===== config.mk =====
export PLATFORM = sky130hd
export DESIGN_NAME = lb_event_stats
export DESIGN_NICKNAME = d
export VERILOG_FILES = /design/src/rtl/lb_event_stats.sv
export SDC_FILE = /design/constraint.sdc
export NUM_CORES = 1
export LEC_CHECK = 0
export CAP_MARGIN = 20
export CORE_MARGIN = 5
export CORE_UTILIZATION = 60
export CTS_BUF_LIST = sky130_fd_sc_hd__clkbuf_8
export CTS_CLUSTER_DIAMETER = 120
export DETAILED_ROUTE_END_ITERATION = 8
export DONT_BUFFER_PORTS = 1
export HOLD_SLACK_MARGIN = 0.15
export PLACE_DENSITY = 0.86
export SLEW_MARGIN = 5
export SYNTH_ARGS = -nofsm -noshare
export SYNTH_HDL_FRONTEND = slang
export SYNTH_SLANG_ARGS = --single-unit

===== constraint.sdc =====
create_clock -name clk_lb -period 3.97 [get_ports clk_lb]
set_clock_uncertainty 0.1 [all_clocks]
set_input_delay 0.5955 -clock clk_lb [delete_from_list [all_inputs] [get_ports clk_lb]]
set_output_delay 0.5955 -clock clk_lb [all_outputs]
set_load 0.005 [all_outputs]

===== src/rtl/lb_event_stats.sv =====
// Local-bus event statistics block: four saturating event counters on synchronized event lines.
// Define LB_EVT_TIMESTAMP_EN to include the free-running TSTAMP counter; otherwise TSTAMP reads as 0.
module lb_event_stats #(
    parameter logic [31:0] BASE_ADDR = 32'h0000_0100
) (
    input  logic        clk_lb,
    input  logic        reset_l,
    input  logic        lb_wr,
    input  logic        lb_rd,
    input  logic [31:0] lb_addr,
    input  logic [31:0] lb_wr_d,
    output logic [31:0] lb_rd_d,
    output logic        lb_rd_rdy,
    input  logic [31:0] events_din
);

    localparam int NUM_CNT = 4;

    function automatic logic [31:0] sat_inc(input logic [31:0] v);
        return (v == 32'hFFFF_FFFF) ? v : v + 32'd1;
    endfunction

    function automatic logic evt_qualify(input logic cur, input logic prev, input logic [1:0] mode);
        logic q;
        case (mode)
            2'd0:    q = cur & ~prev;
            2'd1:    q = ~cur & prev;
            2'd2:    q = cur ^ prev;
            default: q = cur;
        endcase
        return q;
    endfunction

    logic [31:0] evt_p0, evt_p1, evt_p2;
    logic        ctrl_en_q;
    logic [31:0] sel_q;
    logic [31:0] cnt_q [NUM_CNT];
    logic [31:0] tstamp;

    logic        addr_hit;
    logic [2:0]  reg_sel;
    logic        wr_ctrl, wr_sel, clr_req;
    logic        rd_vld_p0;
    logic [31:0] rd_mux;
    logic [NUM_CNT-1:0] evt_hit;
    logic        unused_addr_lsb;

    assign addr_hit        = (lb_addr[31:5] == BASE_ADDR[31:5]);
    assign reg_sel         = lb_addr[4:2];
    assign unused_addr_lsb = ^lb_addr[1:0];
    assign wr_ctrl         = lb_wr & addr_hit & (reg_sel == 3'd0);
    assign wr_sel          = lb_wr & addr_hit & (reg_sel == 3'd1);
    assign clr_req         = wr_ctrl & lb_wr_d[1];
    assign rd_vld_p0       = lb_rd & addr_hit;

    // Stage p0/p1: two-flop synchronizer; p2: per-channel history for edge detection
    always_ff @(posedge clk_lb) begin
        if (!reset_l) begin
            evt_p0 <= '0;
            evt_p1 <= '0;
            evt_p2 <= '0;
        end else begin
            evt_p0 <= events_din;
            evt_p1 <= evt_p0;
            evt_p2 <= evt_p1;
        end
    end

    always_ff @(posedge clk_lb) begin
        if (!reset_l) begin
            ctrl_en_q <= 1'b0;
            sel_q     <= '0;
        end else begin
            if (wr_ctrl) ctrl_en_q <= lb_wr_d[0];
            if (wr_sel)  sel_q     <= lb_wr_d;
        end
    end

    // History covers every channel, so retargeting SEL never fabricates an edge
    always_comb begin
        logic [4:0] ch;
        logic [1:0] mode;
        ch      = '0;
        mode    = '0;
        evt_hit = '0;
        for (int n = 0; n < NUM_CNT; n++) begin
            ch         = sel_q[8*n +: 5];
            mode       = sel_q[8*n+5 +: 2];
            evt_hit[n] = ctrl_en_q & evt_qualify(evt_p1[ch], evt_p2[ch], mode);
        end
    end

    always_ff @(posedge clk_lb) begin
        if (!reset_l) begin
            for (int n = 0; n < NUM_CNT; n++) cnt_q[n] <= '0;
        end else begin
            for (int n = 0; n < NUM_CNT; n++) begin
                if (clr_req)         cnt_q[n] <= '0;
                else if (evt_hit[n]) cnt_q[n] <= sat_inc(cnt_q[n]);
            end
        end
    end

`ifdef LB_EVT_TIMESTAMP_EN
    logic [31:0] tstamp_q;

    always_ff @(posedge clk_lb) begin
        if (!reset_l)       tstamp_q <= '0;
        else if (clr_req)   tstamp_q <= '0;
        else if (ctrl_en_q) tstamp_q <= tstamp_q + 32'd1;
    end

    assign tstamp = tstamp_q;
`else
    assign tstamp = '0;
`endif

    always_comb begin
        rd_mux = '0;
        case (reg_sel)
            3'd0:    rd_mux = {31'd0, ctrl_en_q};
            3'd1:    rd_mux = sel_q;
            3'd2:    rd_mux = cnt_q[0];
            3'd3:    rd_mux = cnt_q[1];
            3'd4:    rd_mux = cnt_q[2];
            3'd5:    rd_mux = cnt_q[3];
            3'd6:    rd_mux = tstamp;
            default: rd_mux = evt_p1;
        endcase
    end

    // Stage p1: registered read response; data forced to 0 when not ready for OR-combining
    always_ff @(posedge clk_lb) begin
        if (!reset_l) begin
            lb_rd_rdy <= 1'b0;
            lb_rd_d   <= '0;
        end else begin
            lb_rd_rdy <= rd_vld_p0;
            lb_rd_d   <= rd_vld_p0 ? rd_mux : '0;
        end
    end

endmodule


==> impl_metrics.toml, run 1 <==
[clock_tree]
tritoncts = "done"
htreeDepth = 2
cts_made_buffers = 46
root_buffer = "clkbuf_8"
clk_pin_slew_ps = 70
clk_latency_ps = 600
cts.path.max_buffers = 3
cts_sinks = 290

[grt]
antenna_found_initial = 2
grt_max_degree = 112
overflow = 0
grt_pass1_vias = 13124
grt_usage_pct = 31.1
grt_first_pass_wirelength_um = 74700

[critical_path]
end_kind = "flop"
crit_path_top_delay_cell = "mux4_2"
crit_buf_inv = 5
cp_max_fo = 22
worst_ep_required_time_ps = 4140
crit_type = "flop to flop"
arrival_ps = 4080
setup.worst_path.start_class = "flop"
critPathTopFamily = "multiplexers"
path_cells = "buf_12 -> mux4_2 -> mux4_2 -> mux2i_1 -> buf_4 -> inv_1 -> ha_1 -> and2_1 -> o31a_1 -> buf_4 -> o21bai_1 -> o21bai_2 -> buf_12"
ff2ff_setup_slack_ps = 70
critical_path.max_stage_delay_ps = 560

[routing]
wire_per_inst_um = 25.1
detail_route.vias_per_cell = 6.93
drt_iter0_markers = 2645
routed.top_layer = "met5"
route.met3.wl_um = 6440
antenna_left = 0
dr.pass1.iters = 7
num_vias = 13594
wl_met1_um = 17700
dr_wl_met2_um = 22400
drc = 0
wl_um = 49200

[synth]
synth-seq-cells = 290
ys.flop_type = "dfxtp_1"
synth_edf_count = 128
yosysMostFrequentCell = "dfxtp_1"
synth_top_area_share_pct = 23.8
netlist_top_cells_area = "edfxtp_1 (24%), dfxtp_1 (20%), mux2i_1 (6.4%)"
synth_top_area_cell = "edfxtp_1"
syn_inst = 1542
postSynthAreaPerCell_um2 = 10.5
synth_commonest_cells = "dfxtp_1 (162), edfxtp_1 (128), a211oi_1 (121)"
async_flop_share_pct = 0
synth_cell_type_count = 55
synth_area_um2 = 16200
ys_seq_area_share_pct = 43.8
syn-num-nets = 1654
yosysWarningCount = 0

[cells_and_area]
drive_gt1_share_pct = 11.6
finalNetCount = 1695
area.growth.synth_to_final_pct = 12.6
fill_cells = 1899
final_area_um2 = 18200

[status]
status = "complete, no violations"

[place]
place.gp.congestion = 1.01
hpwl_um = 33100
io_buffer_count = 0
placed_cell_area_um2 = 16300

[power]
total_power_w = 0.00651
power.leakage_nw = 5.57
ir_drop_mv = 0.252
power_density_nw_per_um2 = 358

[die]
rows = 60
dieArea_um2 = 30300
start_util_pct = 60.5
die_w_um = 174
io_pins = 133
die_h_um = 174
coreArea_um2 = 26700

[timing]
period_needed_ps = 3900
slew_viol_final = 0
hold_viol = 0
finalCritPeriodShare_pct = 98.3
worst_pin_slew_ps = 1090
fmax_mhz = 256
finalSetupViolations = 0
maxSlewHeadroom_pct = 27.5

[flow_run]
max_cap_violations = 0

[hold_path]
hp-class = "input pin to flop"
## cell families after synthesis
kind of cell | synth area share [%]
mux | 12.0
flops | 43.8
fa+ha+maj | 0.929
simple gates | 17.6
buf+inv | 5.01
xor+xnor | 5.96
compound gates | 14.7
## metal layers
metal | vias up | GRT usage (%)
li1 | 5934 | -
met1 | 6374 | 39.7
met2 | 1044 | 49.4
met3 | 240 | 8.61
met4 | 2 | 14.7
met5 | - | 0
## layout make-up
cell class                      count  area (um2)  area share [%]
Multi-Input combinational cell   1086        8310            45.7
Sequential cell                   290        7090            38.9
Timing Repair Buffer              122        1210            6.67
Clock buffer                       57         785            4.31
Tap cell                          341         427            2.34
Clock inverter                     27         235            1.29
Inverter                           37         139           0.763
Antenna cell                        1        2.50          0.0137
## report_power, final
group	total, W	switching, W	internal (W)
clock network	0.00281	0.00124	0.00157
registers	0.00333	0.000134	0.00320
logic	0.000374	0.000195	0.000179
## worst reg2reg max path, stage by stage, from the launching register on
cell and delay, ps:
dfxtp_2 380, buf_12 180, mux4_2 560, mux4_2 480, mux2i_1 220, buf_4 180, inv_1 50, ha_1 270
and2_1 160, o31a_1 270, buf_4 210, o21bai_1 130, o21bai_2 170, buf_12 210
## state kept, by name (all words and copies together) (netlist names)
register,flops
evt_p2,32
cnt_q,128
evt_p1,32
sel_q,32
lb_rd_rdy,1
evt_p0,32
lb_rd_d,32
ctrl_en_q,1
## through the flow
stage | std cells | hold WS (ps) | utilization [%] | TNS (ps) | setup WS (ps)
floorplan | 1542 | 312 | - | 0 | 55.2
finish | 1961 | 319 | 68.1 | 0 | 68.6
global route | 1960 | 324 | 68.1 | -4.65 | -2.63
detailed placement | 1793 | 318 | 61.0 | 0 | 65.4
CTS | 1960 | 302 | 68.0 | 0 | 75.6
global placement | 1793 | 314 | 61.0 | 0 | 175
## repair_timing
| action | CTS | global route |
|---|---|---|
| endpoints found under the hold margin | 129 | 0 |
| resized for setup | 1 | 7 |
| setup endpoints to repair | 1 | 84 |
| hold buffers | 83 | 0 |
| buffers inserted | 0 | 0 |
| gates cloned | 0 | 0 |
## placed cells by master, fill, tap and decap left out, types with 34 or more instances in the layout
cell	instances
a211oi_1	121
a22oi_1	109
a31oi_1	38
and2_1	106
clkbuf_8	57
dfxtp_1	160
dlygate4sd3_1	82
edfxtp_1	128
inv_1	52
mux2i_1	102
mux4_2	40
nand2_1	69
nand3_1	60
nand4_1	37
nor2_1	41
nor2b_1	41
xnor2_1	76
xor2_1	34
## path summary, 6_finish.rpt
| kind | end | start | cells past startpoint |
|---|---|---|---|
| min | ctrl_en_q | lb_addr[4] | 5 |
| max reg2reg | cnt_q[3][9] | sel_q[24] | 13 |
| min reg2reg | evt_p1[9] | evt_p0[9] | 1 |
| max | cnt_q[3][9] | sel_q[24] | 13 |
Note: power is estimated with default switching activity, not from simulation.
==> run 2, diff against run 1 <==
- ABC_AREA: default -> 1
==> run 2 against run 1 <==
Compared with the run above:
- hold slack got worse by 110 ps
- maximum frequency rose by 9.6%
- synthesized cell count rose by 44%
- utilization barely moved
- area after synthesis rose by 2.2%
- final cell count rose by 35%
- total power rose by 2.9%
- global-route usage rose by 4.1 points
- via count rose by 19%
- wire length rose by 15%
- first-iteration DRC count fell by 1.5%
- combinational power rose by 6.7%
- largest cell class unchanged
==> impl_metrics.toml, run 2 <==
[status]
status = "complete, no violations"

[timing]
tns_ps = 0
finalSetupViolations = 0
period_needed_ps = 3560
slew_viol_final = 0
fmax_mhz = 281
worst_pin_slew_ps = 1110
hold_viol = 0
rsz0062_at_grt = "no"
maxSlewHeadroom_pct = 23.8
finalCritPeriodShare_pct = 89.7

[clock_tree]
clk_latency_ps = 620
root_buffer = "clkbuf_8"
post_cts_resized = 0
clk_pin_slew_ps = 60
cts_sinks = 290
post_cts_buffers = 0
cts_made_buffers = 48
htreeDepth = 2
tritoncts = "done"
cts.path.max_buffers = 3

[synth]
syn_inst = 2219
synth_top_area_share_pct = 23.3
yosysWarningCount = 0
synth_area_um2 = 16500
synth_cell_type_count = 48
synth-seq-cells = 290
ys.flop_type = "dfxtp_1"
synth_edf_count = 128
syn-num-nets = 2331
ys_seq_area_share_pct = 42.9
synth_commonest_cells = "nand2_1 (445), nor2_1 (331), inv_1 (327)"
async_flop_share_pct = 0
netlist_top_cells_area = "edfxtp_1 (23%), dfxtp_1 (20%), nand2_1 (10%)"
postSynthAreaPerCell_um2 = 7.44
synth_top_area_cell = "edfxtp_1"
yosysMostFrequentCell = "nand2_1"

[die]
start_util_pct = 61.1
dieArea_um2 = 31000
rows = 60
die_w_um = 176
coreArea_um2 = 27000
io_pins = 133
die_h_um = 176

[place]
dp_cells = 2491
place.gp.congestion = 1.02
io_buffer_count = 0
hpwl_um = 38400

[power]
pwr-share-clk_pct = 44.6
total_power_w = 0.00670
power.leakage_nw = 7.82
internal_power_w = 0.00503
sw_frac_of_total_pct = 24.9
power.switching_w = 0.00167
power_density_nw_per_um2 = 364
pwr-share-seq_pct = 49.5
ir_drop_mv = 0.271
pwr-share-comb_pct = 6.0

[critical_path]
path_cells = "inv_2 -> o21ai_0 -> o221ai_1 -> nand3_1 -> nand2_1 -> nand2_1 -> o21ai_1 -> ha_1 -> o21ai_0 -> a211oi_1 -> nor2_1 -> nand2_2 -> nor2_1"
critPathTopFamily = "simple AND/OR/NAND/NOR gates"
setup.worst_path.start_class = "flop"
crit_type = "flop to flop"
critical_path.max_stage_delay_ps = 590
worst_ep_required_time_ps = 4170
cp_max_fo = 32
end_kind = "flop"
crit_buf_inv = 1
crit_path_top_delay_cell = "dfxtp_1"
arrival_ps = 3770
ff2ff_setup_slack_ps = 410

[cells_and_area]
finalNetCount = 2379
top_register = "cnt_q"
layout_common_cells = "nand2_1 (445), inv_1 (338), nor2_1 (331)"
area.growth.synth_to_final_pct = 11.4
largest_reg_flops = 128
drive_gt1_share_pct = 6.55
instances_no_fill = 2647
final_common_cell = "nand2_1"

[routing]
dr.pass1.iters = 8
drt_iter0_markers = 2606
detail_route.vias_per_cell = 6.13
wire_per_inst_um = 21.3
wl_um = 56400
antenna_left = 0
num_vias = 16216
drc = 0

[grt]
grt_max_degree = 95
overflow = 0
grt_pass1_vias = 15283
grt_usage_pct = 35.3
grt_first_pass_wirelength_um = 85900
antenna_found_initial = 1

[hold_path]
hp-class = "input pin to flop"

[flow_run]
max_cap_violations = 0
## run 2: changes by cell type after synthesis, sizes merged, moves of 40 or more
cell | before | now
o21ai | 7 | 119
mux2i | 103 | 0
and2 | 106 | 0
nor2 | 42 | 355
nand2 | 72 | 455
nor2b | 41 | 0
xor2 | 34 | 97
a211oi | 127 | 45
nand3 | 60 | 165
a22oi | 109 | 1
inv | 37 | 336
xnor2 | 76 | 14
mux4 | 40 | 0
## run 2: power groups by stage
| stage | logic (W) | clock network (W) | registers, W |
|---|---|---|---|
| after floorplan | 0.000233 | 0 | 0.00332 |
| after global placement | 0.000302 | 0 | 0.00336 |
| after detailed placement | 0.000309 | 0 | 0.00337 |
| after CTS | 0.000382 | 0.00297 | 0.00330 |
| after global routing | 0.000430 | 0.00316 | 0.00332 |
| final | 0.000399 | 0.00298 | 0.00331 |
## run 2: what timing repair did
action                                 4_1_cts  5_1_grt
hold buffers                                67        0
endpoints found under the hold margin      128        0
setup endpoints to repair                    0        0
## run 2: worst paths after layout
path | from | endpoint | cells after the start
setup / recovery | sel_q[9] | cnt_q[1][29] | 13
hold / removal | lb_addr[4] | lb_rd_d[7] | 2
setup reg to reg | sel_q[9] | cnt_q[1][29] | 13
hold reg to reg | evt_p0[2] | evt_p1[2] | 2
## run 2: layer usage
| layer | vias up | track usage (%) | part of all wire, % |
|---|---|---|---|
| li1 | 7347 | - | - |
| met5 | - | 0 | 0 |
| met4 | 0 | 22.1 | 7.6 |
| met3 | 338 | 9.34 | 13 |
| met2 | 1190 | 54.8 | 44 |
| met1 | 7341 | 44.0 | 36 |
## run 2: area by class of cell
| cell class | count | area [um2] |
|---|---|---|
| Clock buffer | 59 | 812 |
| Clock inverter | 28 | 274 |
| Multi-Input combinational cell | 1494 | 7590 |
| Antenna cell | 2 | 5.00 |
| Inverter | 340 | 1280 |
| Sequential cell | 290 | 7090 |
| Fill cell | 2181 | 8620 |
| Tap cell | 341 | 427 |
| Timing Repair Buffer | 93 | 933 |
## run 2: metrics by stage
stage	util (%)	setup WS (ps)	cell area, um2	hold WS, ps
global placement	61.5	667	16600	293
finish	68.1	409	18400	209
global route	68.1	264	18400	189
CTS	68.1	579	18400	192
floorplan	-	757	16500	290
detailed placement	61.5	596	16600	297
## run 2: cells by family (layout without fill, tap and decap cells)
logic type               Yosys count  count (layout)  synth area share [%]
other                              0               2                     0
AO/OA/AOI/OAI                    270             270                  10.4
flip-flops                       290             290                  42.9
AND/OR/NAND/NOR                 1101            1101                  28.7
XOR/XNOR                         111             111                  5.89
buffers and inverters            435             520                  11.2
adder cells (fa/ha/maj)           12              12                 0.909
==> run 3, diff against run 2 <==
- ABC_AREA: 1 -> 0
- CORE_ASPECT_RATIO: default -> 0.8
- SLEW_MARGIN: 5 -> 20
==> run 3 against run 2 <==
Compared with the run above:
- setup slack worse by 340 ps
- sequential share of layout area up 0.53 points
- design area fell by 1.4%
- final cell count is 25% lower
- sequential power hardly changed
- maximum frequency is 8.7% lower
- hold slack got worse by 50 ps
- first-iteration DRC count shrank 7.8%
- combinational power is 5.8% lower
- critical path type unchanged
- critical endpoint is now cnt_q[0][0]
- largest power group unchanged
==> impl_metrics.toml, run 3 (synthesis results as in run 1) <==
[critical_path]
setup.worst_path.start_class = "flop"
reg2reg_to = "cnt_q[0][0]"
cp_max_fo = 29
arrival_ps = 4180
crit_type = "flop to flop"
cp_common_cell = "mux4_2"
path_depth = 11
rr_startpoint = "sel_q[0]"
reg2reg_depth = 11
worst_ep_required_time_ps = 4250
crit_buf_inv = 2
path_cells = "buf_4 -> mux4_2 -> mux4_2 -> mux2i_1 -> inv_1 -> ha_1 -> and2_1 -> o31a_1 -> nand2_1 -> nand2_4 -> a211oi_1"
end_kind = "flop"
ff2ff_setup_slack_ps = 70
critPathCapture = "cnt_q[0][0]"
crit_path_top_delay_cell = "mux4_2"
critical_path.max_stage_delay_ps = 530
critPathTopFamily = "multiplexers"
crit_path_start = "sel_q[0]"

[timing]
slew_viol_final = 0
finalSetupViolations = 0
worst_slack_ps = 70.4
worst_pin_slew_ps = 950
fmax_mhz = 256
finalCritPeriodShare_pct = 98.2
tns_ps = 0
maxSlewHeadroom_pct = 36.7
hold_viol = 0
period_needed_ps = 3900

[clock_tree]
cts_sinks = 290
htreeDepth = 2
cts_made_buffers = 44
clk_pin_slew_ps = 70
clk_latency_ps = 580
cts.path.max_buffers = 3
root_buffer = "clkbuf_8"
tritoncts = "done"

[grt]
antenna_found_initial = 3
grt_max_degree = 108
overflow = 0
grt_usage_pct = 33.4
grt_pass1_vias = 13264
grt_first_pass_wirelength_um = 78900

[die]
dieArea_um2 = 30300
rows = 53
io_pins = 133
coreArea_um2 = 26400
die_w_um = 193
start_util_pct = 61.2
die_h_um = 157

[routing]
dr.pass1.iters = 7
drt_iter0_markers = 2403
num_vias = 13759
antenna_left = 0
drc = 0
detail_route.vias_per_cell = 6.96
wl_um = 52400
wire_per_inst_um = 26.5

[cells_and_area]
drive_gt1_share_pct = 11.5
final_common_cell = "dfxtp_1"
instances_no_fill = 1976
top_register = "cnt_q"
largest_reg_flops = 128
area.growth.synth_to_final_pct = 12.3
final_area_um2 = 18200
layout_common_cells = "dfxtp_1 (162), edfxtp_1 (128), a211oi_1 (118)"
finalNetCount = 1698

[power]
sw_frac_of_total_pct = 24.8
power.switching_w = 0.00156
pwr-share-clk_pct = 41.2
pwr-share-seq_pct = 52.9
ir_drop_mv = 0.292
pwr-share-comb_pct = 6.0
power_density_nw_per_um2 = 348
power.leakage_nw = 5.52
internal_power_w = 0.00475

[flow_run]
max_cap_violations = 0

[place]
place_ws_ps = -24.8
io_buffer_count = 0
place.gp.congestion = 1.02
hpwl_um = 35600
placed_cell_area_um2 = 16300
dp_cells = 1811

[status]
status = "complete, no violations"

[hold_path]
hp-class = "input pin to flop"
-- run 3: changes by cell type in the layout (fill, tap and decap cells not counted), sizes merged, moves of 106 or more --
cell   change
nand2    -383
nor2     -313
inv      -298
o21ai    -112
a22oi    +108
and2     +106
-- run 3: worst min-delay path by stage --
stage,slack (ps),cells past startpoint,startpoint,endpoint
after floorplan,310,1,evt_p0[0],evt_p1[0]
after global placement,320,1,evt_p0[20],evt_p1[20]
after detailed placement,320,1,evt_p0[22],evt_p1[22]
after CTS,150,2,lb_wr_d[6],sel_q[6]
after global routing,180,2,lb_wr_d[6],sel_q[6]
final,160,2,lb_wr_d[6],sel_q[6]
-- run 3: power groups by stage --
stage	registers, W	logic (W)	clock network (W)
final	0.00334	0.000376	0.00260
after global routing	0.00334	0.000399	0.00276
after CTS	0.00333	0.000360	0.00261
after detailed placement	0.00339	0.000277	0
after global placement	0.00339	0.000269	0
after floorplan	0.00332	0.000233	0
-- run 3: layer usage --
layer  wire length (um)  global-route usage (%)  share of wire (%)
met1              19700                    44.9                 38
met2              22300                    49.5                 43
met3               7730                    11.8                 15
met4               2630                    14.2                5.0
met5                 57                       0               0.11
-- run 3: layout make-up --
type                       count  area [um2]
timing repair buffer         127        1240
clock buffer                  51         702
sequential                   290        7090
antenna                        1        2.50
fill                        1919        8240
tap                          357         447
clock inverter                27         209
multi-input combinational   1086        8330
inverter                      37         139
-- run 3: stage by stage --
step	power [W]	utilization (%)	hold slack, ps
detailed placement	0.00367	61.9	319
finish	0.00632	68.8	158
global placement	0.00366	61.9	317
global route	0.00650	68.8	181
floorplan	0.00356	-	312
CTS	0.00629	68.7	151
-- run 3: what timing repair did --
item,4_1_cts,5_1_grt
hold buffers,86,0
buffers inserted,0,0
hold endpoints to repair,129,0
gates resized for setup,1,6
setup endpoints to repair,5,36
